**config.mk**
```make
export PLATFORM = sky130hd
export DESIGN_NAME = aes_key_expander
export DESIGN_NICKNAME = d
export VERILOG_FILES = /design/src/rtl/aes_pkg.sv /design/src/rtl/aes_sbox.sv /design/src/rtl/aes_key_expander.sv
export SDC_FILE = /design/constraint.sdc
export NUM_CORES = 2
export LEC_CHECK = 0
export CAP_MARGIN = 15
export CORE_AREA = 2 2 593 595
export CTS_CLUSTER_SIZE = 25
export DETAILED_ROUTE_END_ITERATION = 10
export DIE_AREA = 0 0 595 597
export MAX_ROUTING_LAYER = met4
export SYNTH_ARGS = -nofsm -noshare
export SYNTH_HDL_FRONTEND = slang
export SYNTH_SLANG_ARGS = --single-unit
```
**constraint.sdc**
```tcl
create_clock -name clk -period 4.5 [get_ports clk]
set_input_delay 0.675 -clock clk [delete_from_list [all_inputs] [get_ports clk]]
set_output_delay 0.675 -clock clk [all_outputs]
set_load 0.05 [all_outputs]
```
**src/rtl/aes_pkg.sv**
```systemverilog
// Shared AES definitions: S-box and Rcon tables, word/block types, expander state enum.
package aes_pkg;

  localparam int unsigned NUM_ROUNDS = 10;
  localparam int unsigned NUM_KEYS   = NUM_ROUNDS + 1;
  localparam int unsigned WORD_W     = 32;
  localparam int unsigned BLOCK_W    = 128;
  localparam int unsigned SCHED_W    = BLOCK_W * NUM_KEYS;
  localparam int unsigned ROUND_W    = 4;

  typedef logic [0:WORD_W-1]  word_t;
  typedef logic [0:BLOCK_W-1] block_t;

  typedef enum logic [1:0] {IDLE, EXPAND, DONE} state_t;

  // Forward S-box, entry i at bits [8i : 8i+7].
  localparam logic [0:2047] SBOX_TABLE = {
    128'h637c777bf26b6fc53001672bfed7ab76,
    128'hca82c97dfa5947f0add4a2af9ca472c0,
    128'hb7fd9326363ff7cc34a5e5f171d83115,
    128'h04c723c31896059a071280e2eb27b275,
    128'h09832c1a1b6e5aa0523bd6b329e32f84,
    128'h53d100ed20fcb15b6acbbe394a4c58cf,
    128'hd0efaafb434d338545f9027f503c9fa8,
    128'h51a3408f929d38f5bcb6da2110fff3d2,
    128'hcd0c13ec5f974417c4a77e3d645d1973,
    128'h60814fdc222a908846eeb814de5e0bdb,
    128'he0323a0a4906245cc2d3ac629195e479,
    128'he7c8376d8dd54ea96c56f4ea657aae08,
    128'hba78252e1ca6b4c6e8dd741f4bbd8b8a,
    128'h703eb5664803f60e613557b986c11d9e,
    128'he1f8981169d98e949b1e87e9ce5528df,
    128'h8ca1890dbfe6426841992d0fb054bb16
  };

  // Rcon[1..10], entry r at bits [8(r-1) : 8(r-1)+7].
  localparam logic [0:79] RCON_TABLE = 80'h01020408102040801b36;

  function automatic logic [7:0] sbox_lookup(input logic [7:0] b);
    return SBOX_TABLE[11'(b) * 11'd8 +: 8];
  endfunction

  function automatic logic [7:0] rcon_lookup(input logic [ROUND_W-1:0] r);
    logic [7:0] rc;
    rc = 8'h00;
    if (r >= 4'd1 && r <= 4'(NUM_ROUNDS))
      rc = RCON_TABLE[(7'(r) - 7'd1) * 7'd8 +: 8];
    return rc;
  endfunction

endpackage

```
**src/rtl/aes_sbox.sv**
```systemverilog
// Combinational AES forward S-box lookup for one byte.
module aes_sbox
  import aes_pkg::*;
(
  input  logic [7:0] data,
  output logic [7:0] subst_c
);

  assign subst_c = sbox_lookup(data);

endmodule

```
**src/rtl/aes_key_expander.sv**
```systemverilog
// Sequential AES-128 key expansion: one round key per clock into a held 11-key schedule.
module aes_key_expander
  import aes_pkg::*;
(
  input  logic           clk,
  input  logic           rst,
  input  logic [0:127]   key,
  input  logic           key_valid,
  output logic [0:1407]  schedule,
  output logic           sched_valid,
  output logic           busy
);

  state_t               state;
  logic [ROUND_W-1:0]   round;
  block_t               work;

  word_t w0, w1, w2, w3;
  word_t rot_w, sub_w, t_w;
  word_t n0, n1, n2, n3;
  block_t next_blk;

  assign w0 = work[0:31];
  assign w1 = work[32:63];
  assign w2 = work[64:95];
  assign w3 = work[96:127];

  assign rot_w = {w3[8:31], w3[0:7]};

  // SubWord: four parallel S-box lookups on the rotated last word.
  for (genvar i = 0; i < 4; i++) begin : g_sbox
    aes_sbox u_sbox (
      .data    (rot_w[8*i +: 8]),
      .subst_c (sub_w[8*i +: 8])
    );
  end

  assign t_w      = sub_w ^ {rcon_lookup(round), 24'h000000};
  assign n0       = w0 ^ t_w;
  assign n1       = w1 ^ n0;
  assign n2       = w2 ^ n1;
  assign n3       = w3 ^ n2;
  assign next_blk = {n0, n1, n2, n3};

  always_ff @(posedge clk) begin
    if (rst) begin
      state       <= IDLE;
      round       <= '0;
      work        <= '0;
      schedule    <= '0;
      sched_valid <= 1'b0;
      busy        <= 1'b0;
    end else begin
      case (state)
        IDLE, DONE: begin
          if (key_valid) begin
            schedule[0:127] <= key;
            work            <= key;
            round           <= 4'd1;
            sched_valid     <= 1'b0;
            busy            <= 1'b1;
            state           <= EXPAND;
          end
        end
        EXPAND: begin
          // Slot index is the round counter; key_valid is ignored here.
          for (int unsigned r = 1; r <= NUM_ROUNDS; r++) begin
            if (round == 4'(r))
              schedule[r*BLOCK_W +: BLOCK_W] <= next_blk;
          end
          work <= next_blk;
          if (round == 4'(NUM_ROUNDS)) begin
            busy        <= 1'b0;
            sched_valid <= 1'b1;
            state       <= DONE;
          end else begin
            round <= round + 4'd1;
          end
        end
        default: begin
          state       <= IDLE;
          round       <= '0;
          sched_valid <= 1'b0;
          busy        <= 1'b0;
        end
      endcase
    end
  end

endmodule

```
Yosys cells after proc, flatten, opt, wreduce, memory -nomap -nowiden
Cells that the tools add are included.
{ "totals": {"rom_bits": 0, "n_memories": 0, "ramBits": 0, "latchBits": 0, "word_cells": 83, "ff_bits": 1544} }
{ "op_classes": {"n_lt_le_gt_ge": 2, "addsub": 2, "div_mod_pow": 0, "n_bitwise": 10, "reduce_logical": 18, "n_eq_ne": 15, "mux": 15, "n_mul": 0, "shift": 5} }
{ "ops": {"columns": ["op", "count"], "rows": [
  ["$shiftx 2048x12->2049 const A", 4],
  ["$pmux 128 s2", 1],
  ["$xor 32x32->32", 5],
  ["$mux 128", 1],
  ["$shiftx 80x8->81 const A", 1],
  ["$not 11->12", 4],
  ["$reduce_and 2->1", 14],
  ["$eq 4x3->1 const B", 4],
  ["$eq 4x4->1 const B", 3],
  ["$eq 4x2->1 const B", 2],
  ["$mux 4", 2],
  ["$mux 8", 1],
  ["$not 7->8", 1],
  ["$pmux 4 s2", 1],
  ["$ne 2x2->1 const B", 3],
  ["$add 4x1->4 const B", 1],
  ["$eq 4x1->1 const B", 1],
  ["$ge 4x1->1 const B", 1],
  ["$le 4x4->1 const B", 1],
  ["$mux 1", 4],
  ["$mux 2", 2],
  ["$pmux 1 s2", 2],
  ["$pmux 2 s2", 1],
  ["$sub 4x1->4 const B", 1],
  ["other kinds (6)", 6]
]} }

Longest topological paths before layout
{ "logic_depth": {"depth_word": 10, "ltp_mapped": 17, "depth_no_buf": 11} }

Hierarchy
Synthesis repeated with hierarchy kept, for this count alone.
{ "hier_totals": {"hier_cells": 8829, "hier_area_um2": 68698.4} }
{ "modules_own_cells": {"columns": ["mod", "area_per_inst_um2", "seq_area_each_um2", "instances", "cells_each"], "rows": [
  ["aes_key_expander", 55220.5, 30889.6, 1, 6633],
  ["aes_sbox", 3369.5, 0.0, 4, 549]
]} }

Worst setup path after synthesis
No wires, ideal clock.
{ "synth_timing": {"kind": "reg-to-reg", "startpoint": "register work[9]", "endpoint": "register schedule[168] in the netlist's numbering", "arrival_time_ns": 3.773, "t_required_ns": 4.430, "setup_slack_ns": 0.656, "stages_incl_launch_ff": 16, "cell_sequence": "dfxtp_1 > buf_2 > inv_1 > ha_1 > buf_2 > clkbuf_1 > o221ai_1 > mux4_2 > nand4_1 > o21ai_0 > or4_1 > buf_2 > xor2_1 > clkbuf_1 > nand2_1 > a21oi_1"} }
{ "synth_between": {"elab_chain_len": 5} }
{ "synth_rtl": {"columns": ["item", "line", "rtl"], "rows": [
  ["start, declared", "aes_key_expander.sv:16", "block_t work;"],
  ["start signal, assigned", "aes_key_expander.sv:58", "work <= key;"],
  ["start signal, assigned", "aes_key_expander.sv:71", "work <= next_blk;"],
  ["$not 11->12 (implied by the code)", "aes_pkg.sv:40", "return SBOX_TABLE[11'(b) * 11'd8 +: 8];"],
  ["$shiftx 2048x12->2049", "aes_pkg.sv:40", null],
  ["$xor 32x32->32", "aes_key_expander.sv:38", "assign t_w = sub_w ^ {rcon_lookup(round), 24'h000000};"],
  ["$xor 32x32->32", "aes_key_expander.sv:39", "assign n0 = w0 ^ t_w;"],
  ["$xor 32x32->32", "aes_key_expander.sv:40", "assign n1 = w1 ^ n0;"],
  ["end signal, assigned by index", "aes_key_expander.sv:69", "schedule[r*BLOCK_W +: BLOCK_W] <= next_blk;"],
  ["end, declared", "aes_key_expander.sv:9", "output logic [0:1407] schedule,"]
]} }
Every way passes these cells.
A chain may end at the register's enable or synchronous reset.

Final worst setup path
{ "layout_timing": {"startpoint": "register work[0]", "endpoint": "register work[9]"} }
{ "layout_between": {"elab_chain_len": 8} }
{ "layout_rtl": {"columns": ["item", "line", "rtl"], "rows": [
  ["$not 11->12 (implied by the code)", "aes_pkg.sv:40", null],
  ["$shiftx 2048x12->2049", "aes_pkg.sv:40", null],
  ["$xor 32x32->32", "aes_key_expander.sv:38", null],
  ["$xor 32x32->32", "aes_key_expander.sv:39", null],
  ["$xor 32x32->32", "aes_key_expander.sv:40", null],
  ["$xor 32x32->32", "aes_key_expander.sv:41", "assign n2 = w2 ^ n1;"],
  ["$xor 32x32->32", "aes_key_expander.sv:42", "assign n3 = w3 ^ n2;"],
  ["$pmux 128 s2", "aes_key_expander.sv:54", "case (state)"]
]} }
Every way passes these cells.

==> summary.md <==
| Metric | Value |
|---|---|
| Yosys cell types | `119` |
| Syn Std Cell Area | `71500 um^2` |
| Critical path class | `flop to flop` |
| Layout cells sized above 1 | `11.5%` |
| Post-CTS sizing | `0` |
| Mapped Avg Cell Area | `8.00 um^2` |
| CP max-delay cell | `a2111oi_0` |
| Routed wire per std cell | `30.2 um` |
| FF-to-FF End | `work[9]` |
| Post-Layout Cell Count | `15100` |
| Worst EP required | `5.21 ns` |
| Detailed placer's ending HPWL | `341000 um` |
| Drt total wl | `457000 um` |
| Clock sinks | `1543` |
| Max IR drop VDD | `0.730 mV` |
| Post-Route Skew | `0.106 ns` |
| Vias per cell | `5.02` |
| Post-synthesis async set-or-reset flop share | `0%` |
| Core Region | `349000 um^2` |
| Die Wd | `595 um` |
| Yosys warns | `0` |
| Maximum clock insertion buffer count | `4` |
| CP Cell Sequence | `buf_4, inv_1, ha_1, buf_4, nor3b_1, a2111oi_0, buf_4, o31a_1, mux4_2, xor2_4, buf_4, xnor2_1, nand4_1, a41oi_1` |
| Fmax | `0.224 GHz` |
| Post-Synthesis Cells | `8943` |
| Die H | `597 um` |
| Num rows | `217` |
| Placed insts | `14800` |
| Worst Path Max Fanout | `9` |
| CP Depth | `14` |
| Depth of the CTS H-tree | `4` |
| Total CTS buffers | `183` |
| Global-route usage over all layers | `25.1%` |
| DRC viols | `0` |
| # nets final | `10600` |
| Total negative slack | `0 ns` |
| Final slew viol count | `0` |
| Post-layout util | `29.4%` |
| Final setup viols | `0` |
| First-pass GRT wire length | `609000 um` |
| Number of synthesized flops with an enable pin | `0` |
| R2R Path Start | `work[0]` |
| Setup Fix Bufs, Post-CTS | `0` |
| Area grow syn2layout | `43.4%` |
| Min Clock Period, post-route | `4.46 ns` |
| Worst hold path type | `primary input to flop` |
| Pre-antenna DRT Iters | `6` |
| Crit start category | `flop` |
| Leakage power total | `0.0345 uW` |
| Critical path's top delay family | `compound AO/OA/AOI/OAI gates` |
| Most used cell, CP | `buf_4` |
| Gr ovfl total | `0` |
| TritonCTS clock tree | `done` |
| Die area | `355000 um^2` |
| FF+latch count, synth | `1543` |
| Largest net degree at the start of global routing | `194` |
| Clock transition at the registers of the reported paths | `0.06 ns` |
| Pwr dens | `798 nW/um^2` |
| Min Hold Slack | `0.314 ns` |
| Syn_nets | `9141` |
| CP endpoint kind | `flop` |
| Clock root cell | `clkbuf_16` |
| I/O Buffers | `1540` |
| Sequential cell area | `30900 um^2` |
| Gpl congestion | `1.03` |
| Initial antenna violation count | `40` |
| Max transition margin | `16.9%` |
| Final Hold Viols | `0` |
| RSZ-0062 raised after global routing | `no` |
| # hold bufs at CTS | `0` |
| Total number of vias | `76000` |
| I/O pin cnt | `1541` |
| CP peak stage delay | `1.03 ns` |
| Multi-input gate area | `37500 um^2` |
| # fillers | `37100` |
| Sequential element share of the synthesized area | `43.2%` |
| Initial drt markers | `8238` |
| Crit path capture | `work[9]` |
| WP data arrival | `5.17 ns` |
| Worst setup path start | `work[0]` |
| Final ANT Viol Nets | `0` |
| Dpl ws | `0.303 ns` |
| Final period utilization | `99.2%` |
| Number of global-route vias before repair | `70100` |
| Reg2reg setup slack | `0.04 ns` |
| Status | `completed` |
| Reg2reg path depth | `14` |
| Starting Density | `20.5%` |
| Post-synth top flop | `dfxtp_1` |
| Worst-skew pair later-pin latency | `0.93 ns` |
| Crit path buf inv count | `5` |
| Worst slew pin tran | `1.22 ns` |
| PnR worst setup slack | `0.0378 ns` |
| # Max-Cap Violations | `0` |
-- kinds of logic (layout without fill, tap and decap cells) --
family / count (synthesis) / in the layout / synth area share, %
compound gates: 2437 / 2437 / 22.3
xor+xnor: 180 / 180 / 3.25
fa+ha+maj: 68 / 68 / 1.19
buf+inv: 991 / 2573 / 5.80
flops: 1543 / 1543 / 43.2
mux: 96 / 96 / 1.92
other cells: 0 / 19 / 0
simple gates: 3628 / 3628 / 22.4
-- per-layer routing --
metal	vias up	wire, um	global-route usage [%]
met5	-	0	-
li1	34200	-	-
met4	0	36900	17.0
met2	3992	205000	38.5
met1	37000	175000	28.9
met3	869	40100	6.28
-- cell usage after synthesis (98+ instances only) --
library cell	count	area, um^2
clkbuf_1	655	2460
nand2_1	1527	5730
nand3b_1	123	923
nor3_1	219	1100
dfxtp_1	1543	30900
nor2_1	1113	4180
a31oi_1	139	870
o21ai_0	264	1320
a21oi_1	848	4240
nor2b_1	98	613
a211oi_1	570	4280
nand3_1	109	546
buf_2	153	766
nand2b_1	129	807
-- stage by stage --
step                      power, uW  cell area (um^2)
after global routing          83600            103000
after floorplan               33200             71500
final                         81900            103000
after CTS                     81800            103000
after global placement        67000             96600
after detailed placement      66600             96600
-- layout make-up --
class / instances / share of cell area, %
Antenna cell: 19 / 0.0463
Clock buffer: 264 / 5.20
Inverter: 64 / 0.234
Sequential cell: 1543 / 30.1
Multi-Input combinational cell: 6409 / 36.5
Timing Repair Buffer: 2178 / 21.6
Clock inverter: 67 / 0.664
Tap cell: 4599 / 5.61
-- state kept, by name (all words and copies together) (netlist names) --
name,count
busy,1
round,4
sched_valid,1
schedule,1408
state,1
work,128
-- layout by cell type (no fill, tap or decap), types with 185 or more instances in the layout --
cell type and n:
a211oi_1 570, a21oi_1 848, buf_4 484, clkbuf_16 185, clkdlybuf4s50_1 1539, dfxtp_1 1530
nand2_1 1517, nor2_1 1111, nor3_1 218, o21ai_0 264
-- where the power goes --
| part | switching (uW) | leakage [uW] | internal (uW) |
|---|---|---|---|
| clock | 6590 | 0.00296 | 8540 |
| sequential | 1030 | 0.0125 | 14200 |
| combinational | 35200 | 0.0191 | 16300 |
-- worst min path at each step --
stage	startpoint	to	slack, ns	depth (start not counted)
2_1_floorplan	work[102]	work[102]	0.46	2
3_3_place_gp	schedule[1229]	schedule[1229]	0.44	2
3_5_place_dp	schedule[220]	schedule[220]	0.44	2
4_1_cts	rst	schedule[1159]	0.26	2
5_1_grt	rst	schedule[1244]	0.33	2
6_report	rst	schedule[1159]	0.31	2
Note: power is estimated with default switching activity, not from simulation.
